$ cat config.mk
export PLATFORM = sky130hd
export DESIGN_NAME = round_robin_multiplexer_flat
export DESIGN_NICKNAME = d
export VERILOG_FILES = /design/src/rtl/round_robin_multiplexer_pkg.sv /design/src/rtl/round_robin_multiplexer_if.sv /design/src/rtl/round_robin_multiplexer_arbiter.sv /design/src/rtl/round_robin_multiplexer.sv /design/src/flat_wrapper.sv
export SDC_FILE = /design/constraint.sdc
export NUM_CORES = 1
export LEC_CHECK = 0
export CAP_MARGIN = 40
export CORE_ASPECT_RATIO = 0.9
export CORE_MARGIN = 2
export CORE_UTILIZATION = 26
export CTS_CLUSTER_SIZE = 25
export DETAILED_ROUTE_END_ITERATION = 10
export HOLD_SLACK_MARGIN = 0.06
export PLACE_DENSITY = 0.83
export SETUP_SLACK_MARGIN = 0.5
export SYNTH_ARGS = -nofsm -noshare
export SYNTH_HDL_FRONTEND = slang
export SYNTH_HIERARCHICAL = 1
export SYNTH_SLANG_ARGS = --single-unit
$ cat constraint.sdc
create_clock -name clock -period 2.6 [get_ports clock]
set_input_delay 0.52 -clock clock [delete_from_list [all_inputs] [get_ports clock]]
set_output_delay 0.52 -clock clock [all_outputs]
set_load 0.01 [all_outputs]
$ cat src/rtl/round_robin_multiplexer_pkg.sv
// Shared types and helpers for the round-robin N-to-1 packet multiplexer.
// The arbiter and the top-level FSM both import this package.
package multiplexer_pkg;

  typedef enum logic {
    IDLE = 1'b0,
    BUSY = 1'b1
  } muxState;

  // Grant index width; a single source still needs one bit to carry index 0.
  function automatic int selectWidthFor(input int count);
    return (count > 1) ? $clog2(count) : 1;
  endfunction

  // Modulo increment that stays legal for counts that are not a power of two.
  function automatic int nextPointer(input int index, input int count);
    return (index + 1 >= count) ? 0 : index + 1;
  endfunction

endpackage

$ cat src/rtl/round_robin_multiplexer_if.sv
// Valid/ready bundle between NUMBER_OF_INPUTS sources and one sink.
// master = the side driving sources and the sink's ready; slave = the multiplexer.
interface round_robin_multiplexer_if #(
  parameter int DATA_WIDTH       = 32,
  parameter int NUMBER_OF_INPUTS = 4,
  parameter int SELECT_WIDTH     = (NUMBER_OF_INPUTS > 1) ? $clog2(NUMBER_OF_INPUTS) : 1
);

  logic [NUMBER_OF_INPUTS-1:0][DATA_WIDTH-1:0] inputData;
  logic [NUMBER_OF_INPUTS-1:0]                 inputValid;
  logic [NUMBER_OF_INPUTS-1:0]                 inputLast;
  logic [NUMBER_OF_INPUTS-1:0]                 inputReady;

  logic [DATA_WIDTH-1:0]                       outputData;
  logic                                        outputValid;
  logic                                        outputLast;
  logic                                        outputReady;
  logic [SELECT_WIDTH-1:0]                     outputSelect;

  modport master (
    output inputData, inputValid, inputLast, outputReady,
    input  inputReady, outputData, outputValid, outputLast, outputSelect
  );

  modport slave (
    input  inputData, inputValid, inputLast, outputReady,
    output inputReady, outputData, outputValid, outputLast, outputSelect
  );

endinterface

$ cat src/rtl/round_robin_multiplexer_arbiter.sv
// Combinational round-robin arbiter: picks the first requester at or above
// priorityPointer, wrapping to the lowest requester when none is found above it.
module round_robin_arbiter
  import multiplexer_pkg::*;
#(
  parameter int NUMBER_OF_INPUTS = 4,
  parameter int SELECT_WIDTH     = selectWidthFor(NUMBER_OF_INPUTS)
) (
  input  logic [NUMBER_OF_INPUTS-1:0] request,
  input  logic [SELECT_WIDTH-1:0]     priorityPointer,
  output logic [SELECT_WIDTH-1:0]     winner,
  output logic                        anyRequest
);

  logic [NUMBER_OF_INPUTS-1:0] upperRequest;
  logic [SELECT_WIDTH-1:0]     upperWinner;
  logic [SELECT_WIDTH-1:0]     lowerWinner;
  logic                        upperFound;

  // Requests at or above the pointer take precedence over the wrapped ones.
  for (genvar gi = 0; gi < NUMBER_OF_INPUTS; gi++) begin : gUpper
    assign upperRequest[gi] = request[gi] && (SELECT_WIDTH'(gi) >= priorityPointer);
  end

  always_comb begin
    upperWinner = '0;
    upperFound  = 1'b0;
    for (int i = 0; i < NUMBER_OF_INPUTS; i++) begin
      if (!upperFound && upperRequest[i]) begin
        upperWinner = SELECT_WIDTH'(i);
        upperFound  = 1'b1;
      end
    end
  end

  always_comb begin
    lowerWinner = '0;
    for (int i = NUMBER_OF_INPUTS - 1; i >= 0; i--) begin
      if (request[i]) begin
        lowerWinner = SELECT_WIDTH'(i);
      end
    end
  end

  assign anyRequest = |request;
  assign winner     = upperFound ? upperWinner : lowerWinner;

endmodule

$ cat src/rtl/round_robin_multiplexer.sv
// N-to-1 packet multiplexer: a registered round-robin grant that holds for a
// whole packet, with a zero-latency pass-through of the granted source.
module round_robin_multiplexer
  import multiplexer_pkg::*;
#(
  parameter int DATA_WIDTH       = 32,
  parameter int NUMBER_OF_INPUTS = 4,
  parameter int SELECT_WIDTH     = selectWidthFor(NUMBER_OF_INPUTS)
) (
  input  logic                     clock,
  input  logic                     reset,
  round_robin_multiplexer_if.slave bus
);

  muxState                     state;
  logic [SELECT_WIDTH-1:0]     grantIndex;
  logic [SELECT_WIDTH-1:0]     priorityPointer;

  logic [SELECT_WIDTH-1:0]     winner;
  logic                        anyRequest;

  logic [DATA_WIDTH-1:0]       selectedData;
  logic                        selectedValid;
  logic                        selectedLast;
  logic [NUMBER_OF_INPUTS-1:0] readyVector;
  logic                        packetDone;

  round_robin_arbiter #(
    .NUMBER_OF_INPUTS (NUMBER_OF_INPUTS),
    .SELECT_WIDTH     (SELECT_WIDTH)
  ) arbiter (
    .request         (bus.inputValid),
    .priorityPointer (priorityPointer),
    .winner          (winner),
    .anyRequest      (anyRequest)
  );

  // Everything downstream sees is gated by BUSY, so IDLE drives zeros.
  always_comb begin
    selectedData  = '0;
    selectedValid = 1'b0;
    selectedLast  = 1'b0;
    readyVector   = '0;
    if (state == BUSY) begin
      for (int i = 0; i < NUMBER_OF_INPUTS; i++) begin
        if (grantIndex == SELECT_WIDTH'(i)) begin
          selectedData   = bus.inputData[i];
          selectedValid  = bus.inputValid[i];
          selectedLast   = bus.inputLast[i];
          readyVector[i] = bus.outputReady;
        end
      end
    end
  end

  assign packetDone = selectedValid && bus.outputReady && selectedLast;

  always_ff @(posedge clock or negedge reset) begin
    if (!reset) begin
      state           <= IDLE;
      grantIndex      <= '0;
      priorityPointer <= '0;
    end else begin
      case (state)
        IDLE: begin
          if (anyRequest) begin
            grantIndex <= winner;
            state      <= BUSY;
          end
        end
        BUSY: begin
          // Only an accepted last beat releases the grant; a stalled or
          // dropped beat keeps the packet locked to this source.
          if (packetDone) begin
            state           <= IDLE;
            priorityPointer <= SELECT_WIDTH'(nextPointer(int'(grantIndex), NUMBER_OF_INPUTS));
          end
        end
        default: state <= IDLE;
      endcase
    end
  end

  assign bus.outputData   = selectedData;
  assign bus.outputValid  = selectedValid;
  assign bus.outputLast   = selectedLast;
  assign bus.inputReady   = readyVector;
  assign bus.outputSelect = grantIndex;

  pointerInRange: assert property (@(posedge clock) disable iff (!reset)
    int'(priorityPointer) < NUMBER_OF_INPUTS);

  grantInRange: assert property (@(posedge clock) disable iff (!reset)
    int'(grantIndex) < NUMBER_OF_INPUTS);

  readyOnlyToGrant: assert property (@(posedge clock) disable iff (!reset)
    $onehot0(readyVector));

endmodule

$ cat src/flat_wrapper.sv
// flat-port wrapper written by rule: the top's interface ports become plain ports
module round_robin_multiplexer_flat import multiplexer_pkg::*;
#(
  parameter int DATA_WIDTH       = 32,
  parameter int NUMBER_OF_INPUTS = 4,
  parameter int SELECT_WIDTH     = selectWidthFor(NUMBER_OF_INPUTS)
)
  (clock, reset, bus_inputData, bus_inputValid, bus_inputLast, bus_outputReady, bus_inputReady, bus_outputData, bus_outputValid, bus_outputLast, bus_outputSelect);
  round_robin_multiplexer_if #(.DATA_WIDTH(DATA_WIDTH), .NUMBER_OF_INPUTS(NUMBER_OF_INPUTS), .SELECT_WIDTH(SELECT_WIDTH)) bus_i ();
  input  logic clock;
  input  logic reset;
  input wire logic [$bits(bus_i.inputData)-1:0] bus_inputData;
  input wire logic [$bits(bus_i.inputValid)-1:0] bus_inputValid;
  input wire logic [$bits(bus_i.inputLast)-1:0] bus_inputLast;
  input wire logic [$bits(bus_i.outputReady)-1:0] bus_outputReady;
  output wire logic [$bits(bus_i.inputReady)-1:0] bus_inputReady;
  output wire logic [$bits(bus_i.outputData)-1:0] bus_outputData;
  output wire logic [$bits(bus_i.outputValid)-1:0] bus_outputValid;
  output wire logic [$bits(bus_i.outputLast)-1:0] bus_outputLast;
  output wire logic [$bits(bus_i.outputSelect)-1:0] bus_outputSelect;
  assign bus_i.inputData = bus_inputData;
  assign bus_i.inputValid = bus_inputValid;
  assign bus_i.inputLast = bus_inputLast;
  assign bus_i.outputReady = bus_outputReady;
  assign bus_inputReady = bus_i.inputReady;
  assign bus_outputData = bus_i.outputData;
  assign bus_outputValid = bus_i.outputValid;
  assign bus_outputLast = bus_i.outputLast;
  assign bus_outputSelect = bus_i.outputSelect;
  round_robin_multiplexer #(.DATA_WIDTH(DATA_WIDTH), .NUMBER_OF_INPUTS(NUMBER_OF_INPUTS), .SELECT_WIDTH(SELECT_WIDTH)) u_core (.clock(clock), .reset(reset), .bus(bus_i));
endmodule
==> results.json <==
{
  "portBuffers": 178,
  "routedLengthMet1_um": 3066,
  "synth_largest_area_cell": "a221oi_1",
  "cp-start-kind": "flop",
  "ys_seq_area_frac": 0.08826,
  "met2WireLength_um": 4525,
  "dieArea_mm2": 0.006060,
  "die_w_um": 81.84,
  "grt_max_degree": 43,
  "yosysTopAreaCellShare": 0.1915,
  "grt_setup_unrepaired": "true",
  "die_h_um": 74.05,
  "slew_headroom": 0.7780,
  "worst-path-buf-inv": 4,
  "worst_slew_pin_slew_ns": 0.3311,
  "post-place-cells": 448,
  "ir_worst_vdd_v": 0.0007033,
  "drv_slew": 0,
  "firstDrtPassIters": 4,
  "place.gp.congestion": 0.8426,
  "finClkSkew_ns": 0.004498,
  "period_share": 0.9673,
  "clkTransAtPathRegs_ns": 0.04,
  "synth.top_cells.by_count": "inv_1 (33), a21oi_1 (32), a221oi_1 (31), a22o_1 (31), clkbuf_1 (18)",
  "root_buffer": "clkbuf_8",
  "wl_per_cell_um": 18.10,
  "netlist_area_mm2": 0.001418,
  "syn_area_per_cell_um2": 6.815,
  "final_cell_area_mm2": 0.003976,
  "synth_cells": 208,
  "postCtsHoldBufs": 0,
  "reg2reg_depth": 9,
  "cts_tree": "built",
  "wirelength_um": 8688,
  "status": "completed",
  "cap_viol_max_count": 0,
  "top_layer": "met4",
  "ys.flop_type": "dfrtp_1",
  "cts_buffers": 3,
  "first_global_vias": 2487,
  "criticalPathCategory": "flop to output port",
  "n_antenna_cell": 0,
  "dp_hpwl_um": 5683,
  "critical_path.top_delay_family": "buffers and inverters",
  "num_io_pins": 179,
  "hold_class": "input pin to async pin",
  "yosys_warnings": 6,
  "synthTopCellsByArea": "a221oi_1 (19%), a22o_1 (19%), a21oi_1 (11%), dfrtp_1 (8.8%), inv_1 (8.7%)",
  "final_layout_size_suffix_gt1_frac": 0.3245,
  "cp.arrival_ns": 1.99,
  "crit_fanout": 6,
  "crit_slowest_cell": "dfrtp_2",
  "hold_violations": 0,
  "vias_per_cell": 5.235,
  "overflow": 0,
  "ys_seq_elements": 5,
  "fmax_mhz": 397.6,
  "fin_nets": 558,
  "cts.sinks": 5,
  "async_flop_share": 1.000,
  "yosysMostFrequentCell": "inv_1",
  "track_usage": 0.2454,
  "grt_pass1_wl_um": 11780,
  "syn_nets": 352,
  "finalCriticalPeriod_ns": 2.515,
  "hold_slack_ns": 0.5189,
  "drc": 0,
  "worst_setup_path_end_kind": "output port",
  "antenna_left": 0,
  "instances_no_fill": 480,
  "clock_path_buffers": 2,
  "cp.depth": 8,
  "p_leak_nw": 1.793,
  "vias": 2513,
  "cp_data_required_time_ns": 2.08,
  "dpl_cell_area_mm2": 0.003376,
  "initial_core_util": 0.2698,
  "dr_wl_met3_um": 991,
  "synth-edff-count": 0,
  "antenna_found_initial": 0,
  "ys_types": 28,
  "cp_cell_sequence": "buf_6 > ha_4 > buf_4 > buf_12 > nand3b_1 > a211oi_2 > and2_1 > clkdlybuf4s15_2",
  "num_rows": 25,
  "drt_iter0_drc": 116,
  "finalSetupViolCount": 0,
  "slowest_delay_ns": 0.43,
  "syn_to_final_growth_pct": 180.5,
  "insertion_delay_ns": 0.23,
  "cts_max_level": 1,
  "p_per_area_mw_per_mm2": 1102,
  "core_mm2": 0.005255
}
area by class of cell:
cell class	count	area, um^2
clock buffers	4	45.04
fillers	400	1279
inverters	33	128.9
multi-input cells	145	1354
flip-flops and latches	5	127.6
well taps	67	83.83
repair buffers	226	2237
flip-flops by register name, indices dropped and copies added (netlist names):
| register | flops |
|---|---|
| u_core/bus.outputSelect | 2 |
| u_core/priorityPointer | 2 |
| u_core/state | 1 |
stage by stage:
step,total power (W),setup TNS [ns],setup slack [ns],utilization
detailed placement,0.003418,0,0.02322,0.6424
CTS,0.004015,0,0.1357,0.7181
finish,0.004380,0,0.08510,0.7567
floorplan,0.001815,0,0.4919,-
global placement,0.003372,0,0.03445,0.6424
global route,0.004654,-0.002934,-0.002934,0.7567
what timing repair did:
| action | CTS | global route |
|---|---|---|
| pin swaps | 56 | 19 |
| gates resized for setup | 198 | 11 |
| setup endpoints to repair | 40 | 39 |
| gates cloned | 4 | 4 |
| buffers inserted | 11 | 9 |
worst reg2reg max path: cells and delay by family, from the launching register on:
| family | cells | cell delay (ns) |
|---|---|---|
| DFF | 1 | 0.43 |
| adders and majority gates | 1 | 0.17 |
| muxes | 1 | 0.37 |
| buffers and inverters | 4 | 0.56 |
| AOI/OAI and AO/OA | 2 | 0.36 |
| and+or+nand+nor | 1 | 0.16 |
worst paths after layout:
kind | from | endpoint | slack (ns)
worst min-delay path | reset | u_core/priorityPointer[0] | 0.52
worst min register to register | u_core/priorityPointer[0] | u_core/priorityPointer[0] | 0.63
worst max register to register | u_core/bus.outputSelect[0] | u_core/priorityPointer[0] | 0.44
min in group clock | u_core/priorityPointer[0] | u_core/priorityPointer[0] | 0.63
max in group asynchronous | reset | u_core/bus.outputSelect[0] | 1.86
worst max-delay path | u_core/bus.outputSelect[0] | bus_outputValid | 0.09
power by group:
part | leakage [nW] | total, W | switching, W | internal, W
clock | 0.0228 | 0.000148 | 0.0000420 | 0.000106
sequential | 0.0559 | 0.000162 | 0.0000463 | 0.000115
combinational | 1.71 | 0.00407 | 0.00182 | 0.00225
cell families (layout without fill, tap and decap cells):
logic type	after synthesis	in the layout	synth area share
DFF	5	5	0.08826
buffers and inverters	58	263	0.1633
and+or+nand+nor	33	33	0.1306
adders and majority gates	5	5	0.04413
muxes	3	3	0.02295
AOI/OAI and AO/OA	104	104	0.5508
cell usage in the layout, fill, tap and decap left out, drive strengths merged:
cell type      synthesis  layout
clkbuf                18       7
buf                    7      78
a221o                  1       1
and2                   3       3
a22o                  31      31
a221oi                31      31
clkdlybuf4s15          0       1
inv                   33      33
nand3b                 2       2
nor3b                  3       3
o21a                   1       1
o21ai                  2       2
mux2i                  1       1
nand3                  2       2
clkdlybuf4s50          0     140
a211oi                 6       6
nand2                  5       5
bufbuf                 0       1
nand2b                 3       3
dlymetal6s2s           0       1
nand4                  1       1
nor2                   5       5
ha                     5       5
nor2b                  5       5
and3                   4       4
dlygate4sd2            0       2
a21oi                 32      32
mux2                   2       2
dfrtp                  5       5
metal layers:
metal | vias to the layer above | GRT usage
li1 | 1202 | -
met1 | 1168 | 0.2621
met2 | 131 | 0.4788
met3 | 12 | 0.07039
met4 | 0 | 0.04630
met5 | - | 0
(Power assumes the default switching activity.)
